===== src/rtl/sync_fifo_defines.vh =====
// Shared default geometry for the configurable synchronous FIFO.
// Pulled into sync_fifo_cfg_pkg; the design and the bench see these
// values through the package constants SF_DEF_DEPTH / SF_DEF_WIDTH.
`ifndef SYNC_FIFO_DEFINES_VH
`define SYNC_FIFO_DEFINES_VH

`define SYNC_FIFO_DEF_DEPTH 16
`define SYNC_FIFO_DEF_WIDTH 8

`endif


===== src/rtl/sync_fifo_cfg_pkg.sv =====
// sync_fifo_cfg_pkg
//   Shared constants and small helpers for the configurable synchronous FIFO.
//   Default depth/width come from sync_fifo_defines.vh so that every user of
//   the FIFO agrees on one set of numbers.
package sync_fifo_cfg_pkg;

`include "sync_fifo_defines.vh"

  localparam int SF_DEF_DEPTH = `SYNC_FIFO_DEF_DEPTH;
  localparam int SF_DEF_WIDTH = `SYNC_FIFO_DEF_WIDTH;

  // What the occupancy counter does on a given edge.
  typedef enum logic [1:0] {
    CNT_HOLD = 2'd0,
    CNT_INC  = 2'd1,
    CNT_DEC  = 2'd2
  } cnt_op_e;

  // A simultaneous write and read leave the count unchanged.
  function automatic cnt_op_e cnt_op(input logic wr, input logic rd);
    cnt_op_e op;
    op = CNT_HOLD;
    if (wr && !rd) op = CNT_INC;
    else if (rd && !wr) op = CNT_DEC;
    return op;
  endfunction

endpackage


===== src/rtl/sync_fifo_mem.sv =====
// sync_fifo_mem
//   Simple dual-port storage for sync_fifo_cfg: one synchronous write port,
//   one asynchronous read port. Deliberately has no reset so it maps onto
//   distributed RAM / register-file macros.
// Ports
//   i_clk    : write clock (rising edge)
//   i_we     : write enable
//   i_waddr  : write address
//   i_wdata  : write data
//   i_raddr  : read address
//   o_rdata  : read data, combinational from i_raddr
module sync_fifo_mem
  import sync_fifo_cfg_pkg::*;
#(
  parameter int DATA_WIDTH = SF_DEF_WIDTH,
  parameter int ADDR_WIDTH = $clog2(SF_DEF_DEPTH)
) (
  input  logic                  i_clk,
  input  logic                  i_we,
  input  logic [ADDR_WIDTH-1:0] i_waddr,
  input  logic [DATA_WIDTH-1:0] i_wdata,
  input  logic [ADDR_WIDTH-1:0] i_raddr,
  output logic [DATA_WIDTH-1:0] o_rdata
);

  logic [DATA_WIDTH-1:0] mem [0:(1 << ADDR_WIDTH)-1];

  always_ff @(posedge i_clk) begin
    if (i_we) mem[i_waddr] <= i_wdata;
  end

  assign o_rdata = mem[i_raddr];

endmodule


===== src/rtl/sync_fifo_cfg.sv =====
// sync_fifo_cfg
//   Single-clock FIFO with selectable read mode, programmable almost-full /
//   almost-empty thresholds, flush and a peak-occupancy tracker.
//   FWFT=1 : head word is presented combinationally; o_valid_m = !o_empty and
//            i_ready_m pops it.
//   FWFT=0 : i_ready_m is a read strobe; the popped word is registered on the
//            following edge with a one-cycle o_valid_m pulse, then held.
// Ports
//   i_clk, i_rst          : clock, synchronous active-high reset
//   i_flush               : empty the FIFO (storage and peak untouched)
//   i_valid_s, i_datain   : write request / data
//   o_ready_s             : write side may accept (= !o_full)
//   i_ready_m             : pop acknowledge (FWFT=1) or read strobe (FWFT=0)
//   o_valid_m, o_dataout  : read side valid / data
//   i_almostfull_lvl      : o_almostfull  when o_count >= level
//   i_almostempty_lvl     : o_almostempty when o_count <= level
//   o_full, o_empty       : status flags from the registered count
//   o_count               : stored words, 0..FIFO_DEPTH
//   i_peak_clr, o_peak    : peak-occupancy clear / value
module sync_fifo_cfg
  import sync_fifo_cfg_pkg::*;
#(
  parameter int FIFO_DEPTH = SF_DEF_DEPTH,
  parameter int DATA_WIDTH = SF_DEF_WIDTH,
  parameter int ADDR_WIDTH = $clog2(FIFO_DEPTH),
  parameter int FWFT       = 1
) (
  input  logic                  i_clk,
  input  logic                  i_rst,
  input  logic                  i_flush,
  input  logic                  i_valid_s,
  input  logic [DATA_WIDTH-1:0] i_datain,
  output logic                  o_ready_s,
  input  logic                  i_ready_m,
  output logic                  o_valid_m,
  output logic [DATA_WIDTH-1:0] o_dataout,
  input  logic [ADDR_WIDTH:0]   i_almostfull_lvl,
  input  logic [ADDR_WIDTH:0]   i_almostempty_lvl,
  output logic                  o_full,
  output logic                  o_empty,
  output logic                  o_almostfull,
  output logic                  o_almostempty,
  output logic [ADDR_WIDTH:0]   o_count,
  input  logic                  i_peak_clr,
  output logic [ADDR_WIDTH:0]   o_peak
);

  localparam logic [ADDR_WIDTH:0] DEPTH_CNT = (ADDR_WIDTH + 1)'(FIFO_DEPTH);

  // Pointers carry one extra bit and wrap modulo 2*FIFO_DEPTH; only the low
  // bits address storage. Occupancy is tracked by a separate counter.
  logic [ADDR_WIDTH:0]   wr_ptr_q;
  logic [ADDR_WIDTH:0]   rd_ptr_q;
  logic [ADDR_WIDTH:0]   count_q;
  logic [ADDR_WIDTH:0]   count_nxt;
  logic [ADDR_WIDTH:0]   peak_q;
  logic [ADDR_WIDTH:0]   peak_nxt;
  logic                  full;
  logic                  empty;
  logic                  wr_en;
  logic                  rd_en;
  logic                  mem_we;
  logic [DATA_WIDTH-1:0] mem_rdata;

  assign full  = (count_q == DEPTH_CNT);
  assign empty = (count_q == '0);

  // Write acceptance looks only at registered state, so there is no
  // combinational path from the read side into o_ready_s. A full FIFO
  // refuses a write even if a read frees a slot on the same edge.
  assign wr_en = i_valid_s & ~full;

  // In both modes a read is accepted only when something is stored
  // (for FWFT=1, o_valid_m is exactly !empty).
  assign rd_en = i_ready_m & ~empty;

  assign mem_we = wr_en & ~i_flush & ~i_rst;

  always_comb begin
    count_nxt = count_q;
    if (i_flush) begin
      count_nxt = '0;
    end else begin
      case (cnt_op(wr_en, rd_en))
        CNT_INC: count_nxt = count_q + 1'b1;
        CNT_DEC: count_nxt = count_q - 1'b1;
        default: count_nxt = count_q;
      endcase
    end
  end

  // Peak follows the count that is about to be registered, so a clear
  // during traffic starts from the true new occupancy rather than zero.
  always_comb begin
    peak_nxt = peak_q;
    if (i_peak_clr) begin
      peak_nxt = count_nxt;
    end else if (count_nxt > peak_q) begin
      peak_nxt = count_nxt;
    end
  end

  always_ff @(posedge i_clk) begin
    if (i_rst) begin
      wr_ptr_q <= '0;
      rd_ptr_q <= '0;
      count_q  <= '0;
      peak_q   <= '0;
    end else begin
      if (i_flush) begin
        wr_ptr_q <= '0;
        rd_ptr_q <= '0;
      end else begin
        if (wr_en) wr_ptr_q <= wr_ptr_q + 1'b1;
        if (rd_en) rd_ptr_q <= rd_ptr_q + 1'b1;
      end
      count_q <= count_nxt;
      peak_q  <= peak_nxt;
    end
  end

  sync_fifo_mem #(
    .DATA_WIDTH (DATA_WIDTH),
    .ADDR_WIDTH (ADDR_WIDTH)
  ) u_mem (
    .i_clk   (i_clk),
    .i_we    (mem_we),
    .i_waddr (wr_ptr_q[ADDR_WIDTH-1:0]),
    .i_wdata (i_datain),
    .i_raddr (rd_ptr_q[ADDR_WIDTH-1:0]),
    .o_rdata (mem_rdata)
  );

  generate
    if (FWFT != 0) begin : g_fwft
      // Head word straight from storage; meaningless while empty.
      assign o_valid_m = ~empty;
      assign o_dataout = mem_rdata;
    end else begin : g_std
      logic                  rd_valid_q;
      logic [DATA_WIDTH-1:0] rd_data_q;

      always_ff @(posedge i_clk) begin
        if (i_rst) begin
          rd_valid_q <= 1'b0;
          rd_data_q  <= '0;
        end else if (i_flush) begin
          // Flush cancels a same-cycle read; the last word stays visible.
          rd_valid_q <= 1'b0;
        end else begin
          rd_valid_q <= rd_en;
          if (rd_en) rd_data_q <= mem_rdata;
        end
      end

      assign o_valid_m = rd_valid_q;
      assign o_dataout = rd_data_q;
    end
  endgenerate

  assign o_ready_s     = ~full;
  assign o_full        = full;
  assign o_empty       = empty;
  assign o_almostfull  = (count_q >= i_almostfull_lvl);
  assign o_almostempty = (count_q <= i_almostempty_lvl);
  assign o_count       = count_q;
  assign o_peak        = peak_q;

endmodule


===== config.mk =====
export PLATFORM = sky130hd
export DESIGN_NAME = sync_fifo_cfg
export DESIGN_NICKNAME = d
export VERILOG_FILES = /design/src/rtl/sync_fifo_cfg_pkg.sv /design/src/rtl/sync_fifo_mem.sv /design/src/rtl/sync_fifo_cfg.sv
export VERILOG_INCLUDE_DIRS = /design/src /design/src/rtl
export SDC_FILE = /design/constraint.sdc
export NUM_CORES = 1
export LEC_CHECK = 0
export ABC_AREA = 1
export BUFFER_PORTS_ARGS = -buffer_cell sky130_fd_sc_hd__buf_2
export CAP_MARGIN = 20
export CORE_ASPECT_RATIO = 1.2
export CORE_MARGIN = 3
export CORE_UTILIZATION = 30
export CTS_CLUSTER_DIAMETER = 30
export DETAILED_ROUTE_END_ITERATION = 8
export RECOVER_POWER = 50
export SLEW_MARGIN = 10
export SYNTH_ARGS = -nofsm -noshare
export SYNTH_HDL_FRONTEND = slang
export SYNTH_HIERARCHICAL = 1
export SYNTH_SLANG_ARGS = --single-unit

===== constraint.sdc =====
create_clock -name i_clk -period 7.19 [get_ports i_clk]
set_input_delay 0 -clock i_clk [delete_from_list [all_inputs] [get_ports i_clk]]
set_output_delay 0 -clock i_clk [all_outputs]
set_load 0.05 [all_outputs]

; Word-level counts from Yosys, hierarchy flattened
; Memories as Yosys holds them, arrays and structs flattened. A register that Yosys moved wholly into a read port is not among the register bits.
; Index checks and enable logic that the tools add are counted.
[totals]
ff_bits = 20
ram_bits = 128
in_bits = 24
output_inout_bits = 24
word_cells = 41
memories = 1
[op_classes]
addsub = 4
magnitude_cmp = 3
eq_ne = 3
muxes = 11
bitwise = 8
reduce_logical = 7
[memory_table]
columns = name, depth, width, read_ports, rd_clocked_by_memory_dff, write_ports, line_no
row1 = u_mem.mem, 16, 8, 1, 1, 1, sync_fifo_mem.sv:26  ; logic [DATA_WIDTH-1:0] mem [0:(1 << ADDR_WIDTH)-1];
[ops]
columns = cell, n
row1 = $add 5x1->5 const B, 3
row2 = $mux 5, 3
row3 = $pmux 5 s2, 1
row4 = $mux 4, 2
row5 = $mux 2, 3
row6 = $eq 5x5->1 const B, 1
row7 = $ge 5x5->1, 1
row8 = $gt 5x5->1, 1
row9 = $le 5x5->1, 1
row10 = $logic_not 5->1, 1
row11 = $sub 5x1->5 const B, 1
row12 = $and 1x1->1, 4
row13 = $not 1->1, 4
row14 = $eq 2x1->1 const B, 1
row15 = $eq 2x2->1 const B, 1
row16 = $logic_and 1x1->1, 2
row17 = $logic_not 1->1, 2
row18 = $mux 1, 2
row19 = $reduce_bool 2->1, 1
row20 = $reduce_or 2->1, 1

; Longest topological paths before layout
[depth]
ltp_word = 14
mapped_depth = 24
depth_no_buf = 24

; Cells and area by module
; The synthesis kept the hierarchy.
[modules_own_cells]
columns = module, n_inst, cells_each, area_per_inst_um2, seq_area_each_um2
row1 = sync_fifo_mem, 1, 543, 5606.6, 3843.7
row2 = sync_fifo_cfg, 1, 207, 1512.7, 360.3

; Worst setup path after synthesis
; OpenSTA, ideal clock, no wires.
[synth_timing]
path_type = register to register
start = reg count_q[2], in the netlist o_count[2]
end = reg peak_q[4], in the netlist o_peak[4]
arrival_ns = 3.300
setup_slack_ns = 3.780
stages_incl_launch_ff = 24
path_buffers = 0
period_less_slack_ns = 3.410
path_cell_list = dfxtp_1 > inv_1 > nand4_4 > nand2_4 > inv_4 > ha_1 > inv_1 > fa_1 > inv_1 > nand3_1 > nand3_1 > nand3_2 > nand2_2 > inv_1 > ha_1 > nand2_1 > nor2_2 > nand2_1 > nand3_2 > nand2_4 > nand2_1 > nand2_1 > inv_1 > nor2_2
[synth_between]
word_cells_on_any_way = 23
classes_between = 2 x add/sub / 1 x order compare / 3 x eq/ne / 7 x mux / 4 x bitwise / 6 x reduce/logical
[synth_rtl]
columns = item, line_no
row1 = from (decl), sync_fifo_cfg.sv:54  ; logic [ADDR_WIDTH:0] count_q;
row2 = from (signal assigned), sync_fifo_cfg.sv:117  ; count_q <= count_nxt;
row3 = $logic_not 5->1 (*), sync_fifo_cfg.sv:66  ; assign empty = (count_q == '0);
row4 = $not 1->1 (*), -
row5 = named net o_valid_m, sync_fifo_cfg.sv:35  ; output logic o_valid_m,
row6 = $and 1x1->1 (*), sync_fifo_cfg.sv:75  ; assign rd_en = i_ready_m & ~empty;
row7 = $logic_and 1x1->1 or $logic_not 1->1 (tied branches), "sync_fifo_cfg_pkg.sv:24, sync_fifo_cfg_pkg.sv:23"
row8 = $mux 2 or $logic_and 1x1->1 (tied branches), "sync_fifo_cfg_pkg.sv:24, sync_fifo_cfg_pkg.sv:23"
row9 = $mux 2 (*), sync_fifo_cfg_pkg.sv:23  ; if (wr && !rd) op = CNT_INC;
row10 = $mux 2 (*), sync_fifo_cfg.sv:81  ; if (i_flush) begin
row11 = $eq 2x2->1 or $eq 2x1->1 (tied branches), sync_fifo_cfg.sv:84  ; case (cnt_op(wr_en, rd_en))
row12 = $pmux 5 s2 (*), sync_fifo_cfg.sv:84
row13 = $mux 5 (*), sync_fifo_cfg.sv:81
row14 = named net count_nxt[4], sync_fifo_cfg.sv:55  ; logic [ADDR_WIDTH:0] count_nxt;
row15 = $gt 5x5->1 or $mux 5 (tied branches), sync_fifo_cfg.sv:98  ; end else if (count_nxt > peak_q) begin
row16 = $reduce_bool 2->1 (no source line) or $mux 5 (tied branches), -
row17 = to (signal assigned), sync_fifo_cfg.sv:118  ; peak_q <= peak_nxt;
row18 = to (decl), sync_fifo_cfg.sv:56  ; logic [ADDR_WIDTH:0] peak_q;
; Mark *: on every way through the listed nets, which the timed path passes. The rest lies on a longest branch. The select of a mux whose other input is x is not followed.
; A chain may end at the register's enable or synchronous reset.

; Final worst setup path
[layout_timing]
start = reg count_q[1], in the netlist o_count[1]
end = reg peak_q[4], in the netlist o_peak[4]
[layout_between]
elab_chain_cells = 13
word_cells_on_any_way = 23
classes_between = 2 x add/sub / 1 x order compare / 3 x eq/ne / 7 x mux / 4 x bitwise / 6 x reduce/logical
[layout_rtl]
columns = item, line_no
row1 = $eq 5x5->1, sync_fifo_cfg.sv:65  ; assign full = (count_q == DEPTH_CNT);
row2 = $not 1->1, sync_fifo_cfg.sv:71  ; assign wr_en = i_valid_s & ~full;
row3 = $and 1x1->1, sync_fifo_cfg.sv:71
row4 = $logic_not 1->1, sync_fifo_cfg_pkg.sv:24  ; else if (rd && !wr) op = CNT_DEC;
row5 = $logic_and 1x1->1, sync_fifo_cfg_pkg.sv:24
row6 = $mux 2, sync_fifo_cfg_pkg.sv:24
row7 = $mux 2, sync_fifo_cfg_pkg.sv:23
row8 = $mux 2, sync_fifo_cfg.sv:81
row9 = $eq 2x2->1 or $eq 2x1->1 (tied branches), sync_fifo_cfg.sv:84
row10 = $pmux 5 s2 (*), sync_fifo_cfg.sv:84
row11 = $mux 5 (*), sync_fifo_cfg.sv:81
row12 = named net count_nxt[4], sync_fifo_cfg.sv:55
row13 = $gt 5x5->1 or $mux 5 (tied branches), sync_fifo_cfg.sv:98
row14 = $reduce_bool 2->1 (no source line) or $mux 5 (tied branches), -
; Marks and branches as above.

==> summary.txt <==
Clock network
  • Worst-Skew Late Latency: 0.42 ns
  • Root buffer cell: clkbuf_16
  • Htree depth: 4
  • Setup bufs post-CTS: 0
  • Cts bufs inserted: 17
  • Clock slew at reported path FFs: 0.06 ns
  • CTS Sinks: 146
  • Clock Tree Buf Depth: 2
  • CTS tree: done

Layout
  • Layout cells sized above 1: 10.9%
  • Final #Nets: 856
  • Diodes inserted: 0
  • Filler Cell Count: 2349
  • Layout area overhead: 16.3%

Detailed routing
  • DRT Wirelength: 15.9 mm
  • Average wire per standard cell: 14.0 um
  • Iteration-0 DRC Markers: 311
  • Antenna-violating nets left: 0
  • First-pass iteration count of the detailed router: 5
  • Via density: 4.40
  • DRC Markers: 0
  • Via count: 5008

Critical path
  • Crit-path slowest cell: dfxtp_1
  • Critical path type: flip-flop to flip-flop
  • CP top delay family: simple AND/OR/NAND/NOR gates
  • R2R Setup Slk: 3.95 ns
  • WP buf/inv: 4
  • Worst setup EP type: flip-flop
  • CP startpoint kind: flip-flop
  • Top cell by count, worst path: nand2_1
  • WP data arrival: 3.55 ns
  • Crit-path max FO: 9
  • R2R Path End: o_peak[4]$_SDFFE_PP0P_
  • Critical Path, Cell by Cell: nor2_4, nand4_1, nand2_1, ha_1, inv_1, fa_1, inv_1, nand3_1, nand3_1, nand3_2, nand2_2, inv_1, ha_1, nand2_1, nor2_2, nand2_1, nand3_2, nand2_4, nand2_1, nand2_1, inv_1, nor2_2
  • Register-to-Register Path Depth: 22
  • Worst EP required: 7.51 ns
  • CP max stage delay: 0.40 ns
  • Reg2reg start: o_count[1]$_SDFF_PP0_

Timing
  • Final Cycle Share: 45.0%
  • RSZ-0062 raised after global routing: no
  • Worst clock skew: 0.00669 ns
  • Setup TNS: 0 ns
  • Fmax: 0.309 GHz
  • Slew HR: 25.5%
  • Min Tclk post-route: 3.24 ns
  • Slew @ Worst Pin: 1.11 ns
  • Endpoints failing hold: 0
  • Slew Limit Fails: 0
  • Final WS setup: 3.95 ns
  • Final setup violation count: 0

Synth
  • Netlist cell types: 37
  • Cell taking the most area after synthesis: edfxtp_1
  • EDFF count, synth: 128
  • Count leader, synth: nand2_1
  • Synth Instances: 750
  • Synth cell count leaders: nand2_1, inv_1, edfxtp_1
  • Seq/Total Area, Yosys: 59.1%
  • Synth top area cells: edfxtp_1, nand2_1, nand3_1, inv_1, dfxtp_1
  • Syn nets: 796
  • FFs w/ async S/R, synth: 0%
  • Yosys reg bits: 146
  • Synth Flop Type: edfxtp_1
  • Synthesized cell area: 0.00712 mm2
  • Syn Area/Cell: 9.49 um2
  • Syn. warnings: 6
  • Area share of the largest cell type after synthesis: 54.0%

Floorplan
  • Die X: 147 um
  • Die Area: 0.0256 mm2
  • Die span in y: 175 um
  • Core area: 0.0233 mm2
  • I/O pin cnt: 48
  • Rows: 61
  • Starting Density: 30.6%

GRT
  • Vias in the first global route: 4901
  • GRT Residual Overflow: 0
  • Largest net degree at the start of global routing: 68
  • Tot GR Track Use: 12.7%
  • Antenna violations before repair: 0
  • Global-route wire length before repair: 25.4 mm

Pwr
  • Power Density: 279 mW/mm2
  • Lkg Pwr: 3.53 nW
  • Max IR drop VDD: 0.276 mV

Status
  • Status: finished clean

Placed design
  • Final GP Congestion: 0.826
  • Hpwl dp: 10.1 mm
  • Count of input and output buffers: 47
  • Placement Setup Slack: 4.02 ns

Worst hold path
  • HP Class: primary input to flip-flop
  • Worst hold start: i_peak_clr
  • Worst Hold Path EP: o_peak[0]$_SDFFE_PP0P_
  • Hold path depth: 4

Job
  • Max cap viols: 0
-- report_power, final --
part | internal [mW] | total (mW) | switching [mW]
logic | 0.140 | 0.500 | 0.360
clock network | 0.510 | 0.850 | 0.340
registers | 0.942 | 0.959 | 0.0167
-- cell usage in the layout, fill, tap and decap left out, types with 2 or more instances in the layout --
cell type and instances:
nand2_1 216, inv_1 141, edfxtp_1 128, nand3_1 106, nor2_1 30, buf_2 25
clkbuf_1 24, ha_1 21, clkbuf_16 17, dfxtp_1 17, a21oi_1 15, dlygate4sd3_1 14
nand3_2 7, inv_2 4, nor2_2 4, a21oi_2 4, clkinv_2 4, nor3_1 3
o21ai_0 3, clkinv_4 3, clkinvlp_4 3, buf_4 3, nand4_1 2, clkinv_1 2
nand2_2 2, nand2_4 2, o21ai_1 2, bufinv_16 2, nand3b_1 2
-- flip-flops by register name (all words and copies together) (netlist names) --
name / cells
rd_ptr_q: 4
o_count: 5
u_mem/mem: 128
o_peak: 5
wr_ptr_q: 4
-- metal layers --
layer / vias up / GRT usage (%) / routed length, um
li1: 2535 / - / -
met1: 2328 / 16.1 / 7060
met2: 132 / 21.4 / 7810
met3: 13 / 2.75 / 873
met4: 0 / 4.20 / 184
met5: - / 0 / 0
-- worst max path at each step --
stage,start,end,slack (ns),cells past startpoint
detailed placement,o_count[2]$_SDFF_PP0_,o_peak[4]$_SDFFE_PP0P_,4.02,23
global placement,o_count[2]$_SDFF_PP0_,o_peak[4]$_SDFFE_PP0P_,4.14,23
finish,o_count[1]$_SDFF_PP0_,o_peak[4]$_SDFFE_PP0P_,3.95,22
CTS,o_count[2]$_SDFF_PP0_,o_peak[4]$_SDFFE_PP0P_,4.02,23
floorplan,o_count[2]$_SDFF_PP0_,o_peak[4]$_SDFFE_PP0P_,3.78,23
global route,o_count[1]$_SDFF_PP0_,o_peak[4]$_SDFFE_PP0P_,3.62,22
-- cells by family (layout without fill, tap and decap cells) --
family / after synthesis / count (layout) / share of synthesized area, %
AO/OA/AOI/OAI: 29 / 29 / 2.50
adder cells (fa/ha/maj): 22 / 22 / 3.97
buffers and inverters: 173 / 246 / 10.3
flip-flops: 146 / 146 / 59.1
AND/OR/NAND/NOR: 380 / 380 / 24.2
-- tightest hold or removal path: stages --
cell	delay, ns
buf_2	0.10
clkinv_1	0.14
a21boi_1	0.09
nor2_1	0.08
-- per-stage QoR --
step | instance area (um2) | instances | hold WS, ns | total power, mW | utilization, %
after floorplan | 7120 | 750 | 0.0724 | 1.37 | -
after global placement | 7610 | 1091 | 0.334 | 1.48 | 32.7
after detailed placement | 7630 | 1092 | 0.329 | 1.49 | 32.8
after CTS | 8340 | 1138 | 0.00337 | 2.35 | 35.8
after global routing | 8280 | 1138 | 0.0607 | 2.43 | 35.6
final | 8280 | 1138 | 0.0251 | 2.31 | 35.6
-- timing repair --
| action | 4_1_cts | 5_1_grt |
|---|---|---|
| setup endpoints to repair | 0 | 0 |
| gates resized for setup | 0 | 0 |
| hold endpoints to repair | 141 | 0 |
| hold buffers | 14 | 0 |
-- layout make-up --
cell class / count / area [um2] / area share (%)
clock buffer: 19 / 433 / 5.23
clock inverter: 13 / 138 / 1.66
inverter: 149 / 563 / 6.80
multi-input combinational: 431 / 2160 / 26.1
sequential: 146 / 4210 / 50.8
tap: 315 / 394 / 4.76
timing repair buffer: 65 / 390 / 4.71
(Power assumes the default switching activity.)
